$ cat config.mk
export PLATFORM = sky130hd
export DESIGN_NAME = div_unit_flat
export DESIGN_NICKNAME = d
export VERILOG_FILES = /design/src/rtl/div_unit_pkg.sv /design/src/rtl/div_unit_if.sv /design/src/rtl/div_unit.sv /design/src/flat_wrapper.sv
export SDC_FILE = /design/constraint.sdc
export NUM_CORES = 1
export LEC_CHECK = 0
export BUFFER_PORTS_ARGS = -buffer_cell sky130_fd_sc_hd__buf_2
export CORE_ASPECT_RATIO = 1.75
export CORE_MARGIN = 10
export CORE_UTILIZATION = 50
export DETAILED_ROUTE_END_ITERATION = 12
export GPL_TIMING_DRIVEN = 0
export HOLD_SLACK_MARGIN = 0.06
export PLACE_DENSITY_LB_ADDON = 0.3
export SYNTH_ARGS = -nofsm -noshare
export SYNTH_HDL_FRONTEND = slang
export SYNTH_SLANG_ARGS = --single-unit
$ cat constraint.sdc
create_clock -name clk -period 3.7 [get_ports clk]
set_input_delay 0.74 -clock clk [delete_from_list [all_inputs] [get_ports clk]]
set_output_delay 0.74 -clock clk [all_outputs]
set_load 0.02 [all_outputs]
$ cat src/rtl/div_unit_pkg.sv
// Shared definitions for the EX-stage divider: state encodings, handshake levels
// and the ALU operation codes that select DIV / DIVU.
package div_unit_pkg;

    typedef enum logic [1:0] {
        DivFree   = 2'b00,
        DivByZero = 2'b01,
        DivOn     = 2'b10,
        DivEnd    = 2'b11
    } div_state_t;

    localparam logic DivResultReady    = 1'b1;
    localparam logic DivResultNotReady = 1'b0;
    localparam logic DivStart          = 1'b1;
    localparam logic DivStop           = 1'b0;

    localparam logic [7:0] EXE_DIV_OP  = 8'b0001_1010;
    localparam logic [7:0] EXE_DIVU_OP = 8'b0001_1011;

endpackage

$ cat src/rtl/div_unit_if.sv
// EX <-> divider handshake bundle; master is the EX stage, slave is div_unit.
// With DIV_BYZERO_FLAG_EN defined the bundle also carries byzero_o.
interface div_unit_if #(parameter int WIDTH = 32);

    logic               signed_div_i;
    logic [WIDTH-1:0]   opdata1_i;
    logic [WIDTH-1:0]   opdata2_i;
    logic               start_i;
    logic               annul_i;
    logic [2*WIDTH-1:0] result_o;
    logic               ready_o;
`ifdef DIV_BYZERO_FLAG_EN
    logic               byzero_o;
`endif

    modport master (
        output signed_div_i, opdata1_i, opdata2_i, start_i, annul_i,
`ifdef DIV_BYZERO_FLAG_EN
        input  byzero_o,
`endif
        input  result_o, ready_o
    );

    modport slave (
        input  signed_div_i, opdata1_i, opdata2_i, start_i, annul_i,
`ifdef DIV_BYZERO_FLAG_EN
        output byzero_o,
`endif
        output result_o, ready_o
    );

endinterface

$ cat src/rtl/div_unit.sv
// Multi-cycle radix-2 restoring divider for DIV/DIVU; result is {remainder, quotient}.
// Optional divide-by-zero flag output is enabled with DIV_BYZERO_FLAG_EN.
module div_unit
    import div_unit_pkg::*;
#(
    parameter int WIDTH = 32,
    parameter int CNT_W = 6
) (
    input  logic       clk,
    input  logic       rst,
    div_unit_if.slave  bus
);

    div_state_t         state;
    logic [CNT_W-1:0]   cnt;
    logic [2*WIDTH:0]   work;
    logic [WIDTH-1:0]   divisor;
    logic               signed_q;
    logic               sign1;
    logic               sign2;
    logic [2*WIDTH-1:0] result_q;
    logic               ready_q;
    logic               byzero_q;

    logic [WIDTH-1:0]   mag1;
    logic [WIDTH-1:0]   mag2;
    logic [2*WIDTH:0]   shifted;
    logic [WIDTH:0]     diff;
    logic [WIDTH-1:0]   quo_raw;
    logic [WIDTH-1:0]   rem_raw;
    logic [WIDTH-1:0]   quo_fix;
    logic [WIDTH-1:0]   rem_fix;

    // Operand magnitudes at issue time, one restoring step, and final sign fix-up.
    always_comb begin
        mag1    = bus.opdata1_i;
        mag2    = bus.opdata2_i;
        if (bus.signed_div_i && bus.opdata1_i[WIDTH-1])
            mag1 = (~bus.opdata1_i) + 1'b1;
        if (bus.signed_div_i && bus.opdata2_i[WIDTH-1])
            mag2 = (~bus.opdata2_i) + 1'b1;

        shifted = work << 1;
        diff    = shifted[2*WIDTH:WIDTH] - {1'b0, divisor};

        quo_raw = work[WIDTH-1:0];
        rem_raw = work[2*WIDTH-1:WIDTH];
        quo_fix = quo_raw;
        rem_fix = rem_raw;
        if (signed_q && (sign1 ^ sign2))
            quo_fix = (~quo_raw) + 1'b1;
        if (signed_q && sign1)
            rem_fix = (~rem_raw) + 1'b1;
    end

    always_ff @(posedge clk) begin
        if (rst) begin
            state    <= DivFree;
            cnt      <= '0;
            work     <= '0;
            divisor  <= '0;
            signed_q <= 1'b0;
            sign1    <= 1'b0;
            sign2    <= 1'b0;
            result_q <= '0;
            ready_q  <= DivResultNotReady;
            byzero_q <= 1'b0;
        end else begin
            case (state)
                DivFree: begin
                    result_q <= '0;
                    ready_q  <= DivResultNotReady;
                    byzero_q <= 1'b0;
                    if (bus.start_i == DivStart && !bus.annul_i) begin
                        signed_q <= bus.signed_div_i;
                        sign1    <= bus.opdata1_i[WIDTH-1];
                        sign2    <= bus.opdata2_i[WIDTH-1];
                        divisor  <= mag2;
                        work     <= {{(WIDTH+1){1'b0}}, mag1};
                        cnt      <= '0;
                        if (bus.opdata2_i == '0)
                            state <= DivByZero;
                        else
                            state <= DivOn;
                    end
                end

                DivByZero: begin
                    work     <= '0;
                    result_q <= '0;
                    ready_q  <= DivResultReady;
                    byzero_q <= 1'b1;
                    state    <= DivEnd;
                end

                // A flush wins over both iteration and finalisation.
                DivOn: begin
                    if (bus.annul_i) begin
                        state <= DivFree;
                    end else if (cnt != CNT_W'(WIDTH)) begin
                        if (!diff[WIDTH])
                            work <= {diff, shifted[WIDTH-1:1], 1'b1};
                        else
                            work <= shifted;
                        cnt <= cnt + 1'b1;
                    end else begin
                        result_q <= {rem_fix, quo_fix};
                        ready_q  <= DivResultReady;
                        state    <= DivEnd;
                    end
                end

                DivEnd: begin
                    if (bus.start_i == DivStop) begin
                        state    <= DivFree;
                        result_q <= '0;
                        ready_q  <= DivResultNotReady;
                        byzero_q <= 1'b0;
                    end
                end

                default: state <= DivFree;
            endcase
        end
    end

    assign bus.result_o = result_q;
    assign bus.ready_o  = ready_q;

`ifdef DIV_BYZERO_FLAG_EN
    assign bus.byzero_o = byzero_q;
`else
    logic unused_byzero;
    assign unused_byzero = byzero_q;
`endif

endmodule

$ cat src/flat_wrapper.sv
// flat-port wrapper written by rule: the top's interface ports become plain ports
module div_unit_flat import div_unit_pkg::*;
#(
    parameter int WIDTH = 32,
    parameter int CNT_W = 6
)
  (clk, rst, bus_signed_div_i, bus_opdata1_i, bus_opdata2_i, bus_start_i, bus_annul_i, bus_result_o, bus_ready_o);
  div_unit_if #(.WIDTH(WIDTH)) bus_i ();
  input  logic clk;
  input  logic rst;
  input wire logic [$bits(bus_i.signed_div_i)-1:0] bus_signed_div_i;
  input wire logic [$bits(bus_i.opdata1_i)-1:0] bus_opdata1_i;
  input wire logic [$bits(bus_i.opdata2_i)-1:0] bus_opdata2_i;
  input wire logic [$bits(bus_i.start_i)-1:0] bus_start_i;
  input wire logic [$bits(bus_i.annul_i)-1:0] bus_annul_i;
  output wire logic [$bits(bus_i.result_o)-1:0] bus_result_o;
  output wire logic [$bits(bus_i.ready_o)-1:0] bus_ready_o;
  assign bus_i.signed_div_i = bus_signed_div_i;
  assign bus_i.opdata1_i = bus_opdata1_i;
  assign bus_i.opdata2_i = bus_opdata2_i;
  assign bus_i.start_i = bus_start_i;
  assign bus_i.annul_i = bus_annul_i;
  assign bus_result_o = bus_i.result_o;
  assign bus_ready_o = bus_i.ready_o;
  div_unit #(.WIDTH(WIDTH), .CNT_W(CNT_W)) u_core (.clk(clk), .rst(rst), .bus(bus_i));
endmodule
==> flow_summary.yaml <==
logic_synthesis:
  synth.top_cell.area_share: 0.305
  async_flop_share: 0
  synthTopCellsByArea: "dfxtp_1 (31%), nor2_1 (6.5%), xnor2_1 (5.5%)"
  synth_enable_flop_cells: 0
  synth_area_per_cell_um2: 7.50
  synthMostInstantiatedCell: "nor2_1"
  synth_fp_nets: 1616
  syn-instance-count: 1503
  yosys_register_bits: 172
  ys.flop_type: "dfxtp_1"
  yosys_warnings: 0
  yosysUniqueCellTypes: 71
  post_synth_most_frequent_cells: "nor2_1 (194), dfxtp_1 (172), nand2_1 (162), a21oi_1 (122), clkbuf_1 (86)"
  synth_top_area_cell: "dfxtp_1"
  post_synthesis_cell_area_um2: 11300
  sequential_element_share_of_the_synthesized_area: 0.305
timing:
  min_period_ns: 3.51
  report.final.slew_viol_count: 0
  rsz0062_at_grt: "no"
  worst_slack_ns: 0.186
  final-setup-viol-count: 0
  fin_skew_ns: 0.00932
  timing.setup.tns_ns: 0
  transition_at_the_pin_with_the_smallest_max_transition_slack_ns: 1.12
  fmax_mhz: 285
  finalCritPeriodShare: 0.950
  hold_violations: 0
  max-slew-margin-rel: 0.252
pwr:
  power.clock.fraction: 0.249
  seq_power_share: 0.351
  cell_internal_pwr_mw: 4.09
  power.share.switching: 0.430
  cellPowerDensity_nw_per_um2: 556
  switching_power_mw: 3.08
  p_leak_nw: 5.18
  vdd_drop_max_mv: 0.363
  p_comb_frac: 0.401
placement:
  place_worst_setup_slack_ns: 0.0321
  io_buffers: 132
  globalplace.congestion: 0.982
  dp.final_hpwl_um: 31500
  place_inst: 1931
finish:
  synthToLayoutAreaGrowth_pct: 14.3
  post_route_cells_drive_above_1_share: 0.111
  fill_cells: 2169
  post_layout_nonfiller_instances: 1962
  final_net_count: 1767
  utilization: 0.582
cts:
  tritoncts: "yes"
  clk_pin_slew_ns: 0.07
  clock_tree.htree_level_count: 4
  tritoncts_num_sinks: 172
  clock_tree.root_cell: "clkbuf_16"
  insertion_delay_ns: 0.45
  ctsHoldBuffers: 0
  tritoncts.num_buffers: 17
  clock_tree.buffer_depth: 2
worst_setup_path:
  worst_path_most_repeated_cell: "clkbuf_1"
  critical_path_required_ns: 4.04
  critical-path-top-delay-family: "compound AO/OA/AOI/OAI gates"
  end_kind: "flop"
  critical_path_class: "flop to flop"
  crit_slowest_cell: "clkbuf_1"
  crit_chain: "ha_1 -> clkbuf_1 -> o21a_1 -> o211ai_1 -> a211o_1 -> nand3_1 -> o21ba_2 -> o21ai_2 -> clkbuf_1 -> a21oi_1 -> a221o_1"
  critical_path_maximum_fanout: 10
  worst_path_largest_cell_delay_ns: 0.50
  cp_num_buf_inv: 2
  critPathArrivalTime_ns: 3.85
  crit_start_category: "flop"
status:
  status: "finished clean"
drt:
  routed_via_density: 6.03
  wire_per_inst_um: 20.0
  initial_drt_pass_iterations: 6
  drt-initial-drc-count: 1022
  drcViolationCount: 0
  antenna_left: 0
  vias: 11800
  detail_route.wirelength_um: 39300
die:
  die_w_um: 134
  die_height_um: 219
  placement_rows: 72
  die_area_um2: 29200
  coreArea_um2: 22200
  io-pin-count: 134
  initial_utilization: 0.509
global_routing:
  grt_first_pass_wirelength_um: 61400
  grt_start_max_net_pins: 17
  first_global_vias: 11700
  total_congestion_overflow: 0
  globalRouteTotalUtil: 0.264
  grt_antenna_before_repair: 0
flow_run:
  timing.max_cap.violations: 0
worst_hold_path:
  hold_path.class: "flop to flop"
-- final timing paths --
| path | startpoint | end | slack [ns] | cells after the start |
|---|---|---|---|---|
| worst max-delay path | u_core.work[37] | u_core.work[38] | 0.19 | 11 |
| worst min-delay path | u_core.bus.result_o[35] | u_core.bus.result_o[35] | 0.45 | 2 |
| worst max register to register | u_core.work[37] | u_core.work[38] | 0.19 | 11 |
| worst min register to register | u_core.bus.result_o[35] | u_core.bus.result_o[35] | 0.45 | 2 |
-- final cells by class --
cell class | count | area, um^2 | area share
Clock inverter | 9 | 114 | 0.00883
Timing Repair Buffer | 132 | 661 | 0.0512
Inverter | 62 | 233 | 0.0180
Antenna cell | 1 | 2.50 | 0.000194
Tap cell | 296 | 370 | 0.0287
Sequential cell | 172 | 3440 | 0.267
Buffer | 93 | 357 | 0.0277
Multi-Input combinational cell | 1176 | 7260 | 0.563
Clock buffer | 21 | 460 | 0.0357
-- placed cells by master, fill, tap and decap left out, types with 17 or more instances in the layout --
cell,n
ha_1,43
a21oi_1,122
buf_2,133
a22oi_1,35
dfxtp_1,172
nor3_1,31
clkbuf_1,83
clkbuf_16,17
a211oi_1,43
o211ai_1,23
nand2_1,162
o21ai_0,82
inv_1,61
xor2_1,65
nand3_1,44
nand4_1,24
a22o_1,17
nor2_1,194
xnor2_1,71
-- sequential cells by signal (all words and copies together) (netlist names) --
register	flops
u_core.bus.result_o	64
u_core.work	64
u_core.divisor	32
u_core.cnt	6
u_core.state	2
u_core.bus.ready_o	1
u_core.sign1	1
u_core.sign2	1
u_core.signed_q	1
-- worst reg2reg max path, stage by stage (launching register included) --
cell and delay [ns]:
dfxtp_1 0.49, ha_1 0.29, clkbuf_1 0.19, o21a_1 0.23, o211ai_1 0.21, a211o_1 0.22, nand3_1 0.19, o21ba_2 0.26
o21ai_2 0.39, clkbuf_1 0.50, a21oi_1 0.16, a221o_1 0.28
-- per-stage QoR --
stage	hold WS (ns)	instance area [um^2]	power (mW)
floorplan	0.432	11300	4.39
global placement	0.435	12300	5.27
detailed placement	0.443	12300	5.32
CTS	0.451	12900	7.08
global route	0.479	12900	7.57
finish	0.449	12900	7.17
-- metal layers --
metal	global-route usage	part of all wire
met1	0.239	0.34
met4	0.237	0.098
met3	0.0526	0.054
met2	0.484	0.51
met5	0	0
-- cell families after synthesis --
group | share of synthesized area
flops | 0.305
fa+ha+maj | 0.0495
simple gates | 0.228
mux | 0.00355
compound gates | 0.256
xor+xnor | 0.106
buf+inv | 0.0517
-- what timing repair did --
item	in CTS	in global routing
resized for setup	0	11
hold endpoints to repair	0	0
setup buffers	0	0
setup endpoints to repair	0	33
-- power by group through the flow --
stage / Sequential [mW] / Clock [mW] / Combinational, mW
global route: 2.53 / 1.87 / 3.17
floorplan: 2.40 / 0 / 1.99
finish: 2.51 / 1.79 / 2.87
CTS: 2.48 / 1.79 / 2.81
global placement: 2.52 / 0 / 2.76
detailed placement: 2.53 / 0 / 2.79
Power figures use the tool's default switching activity.
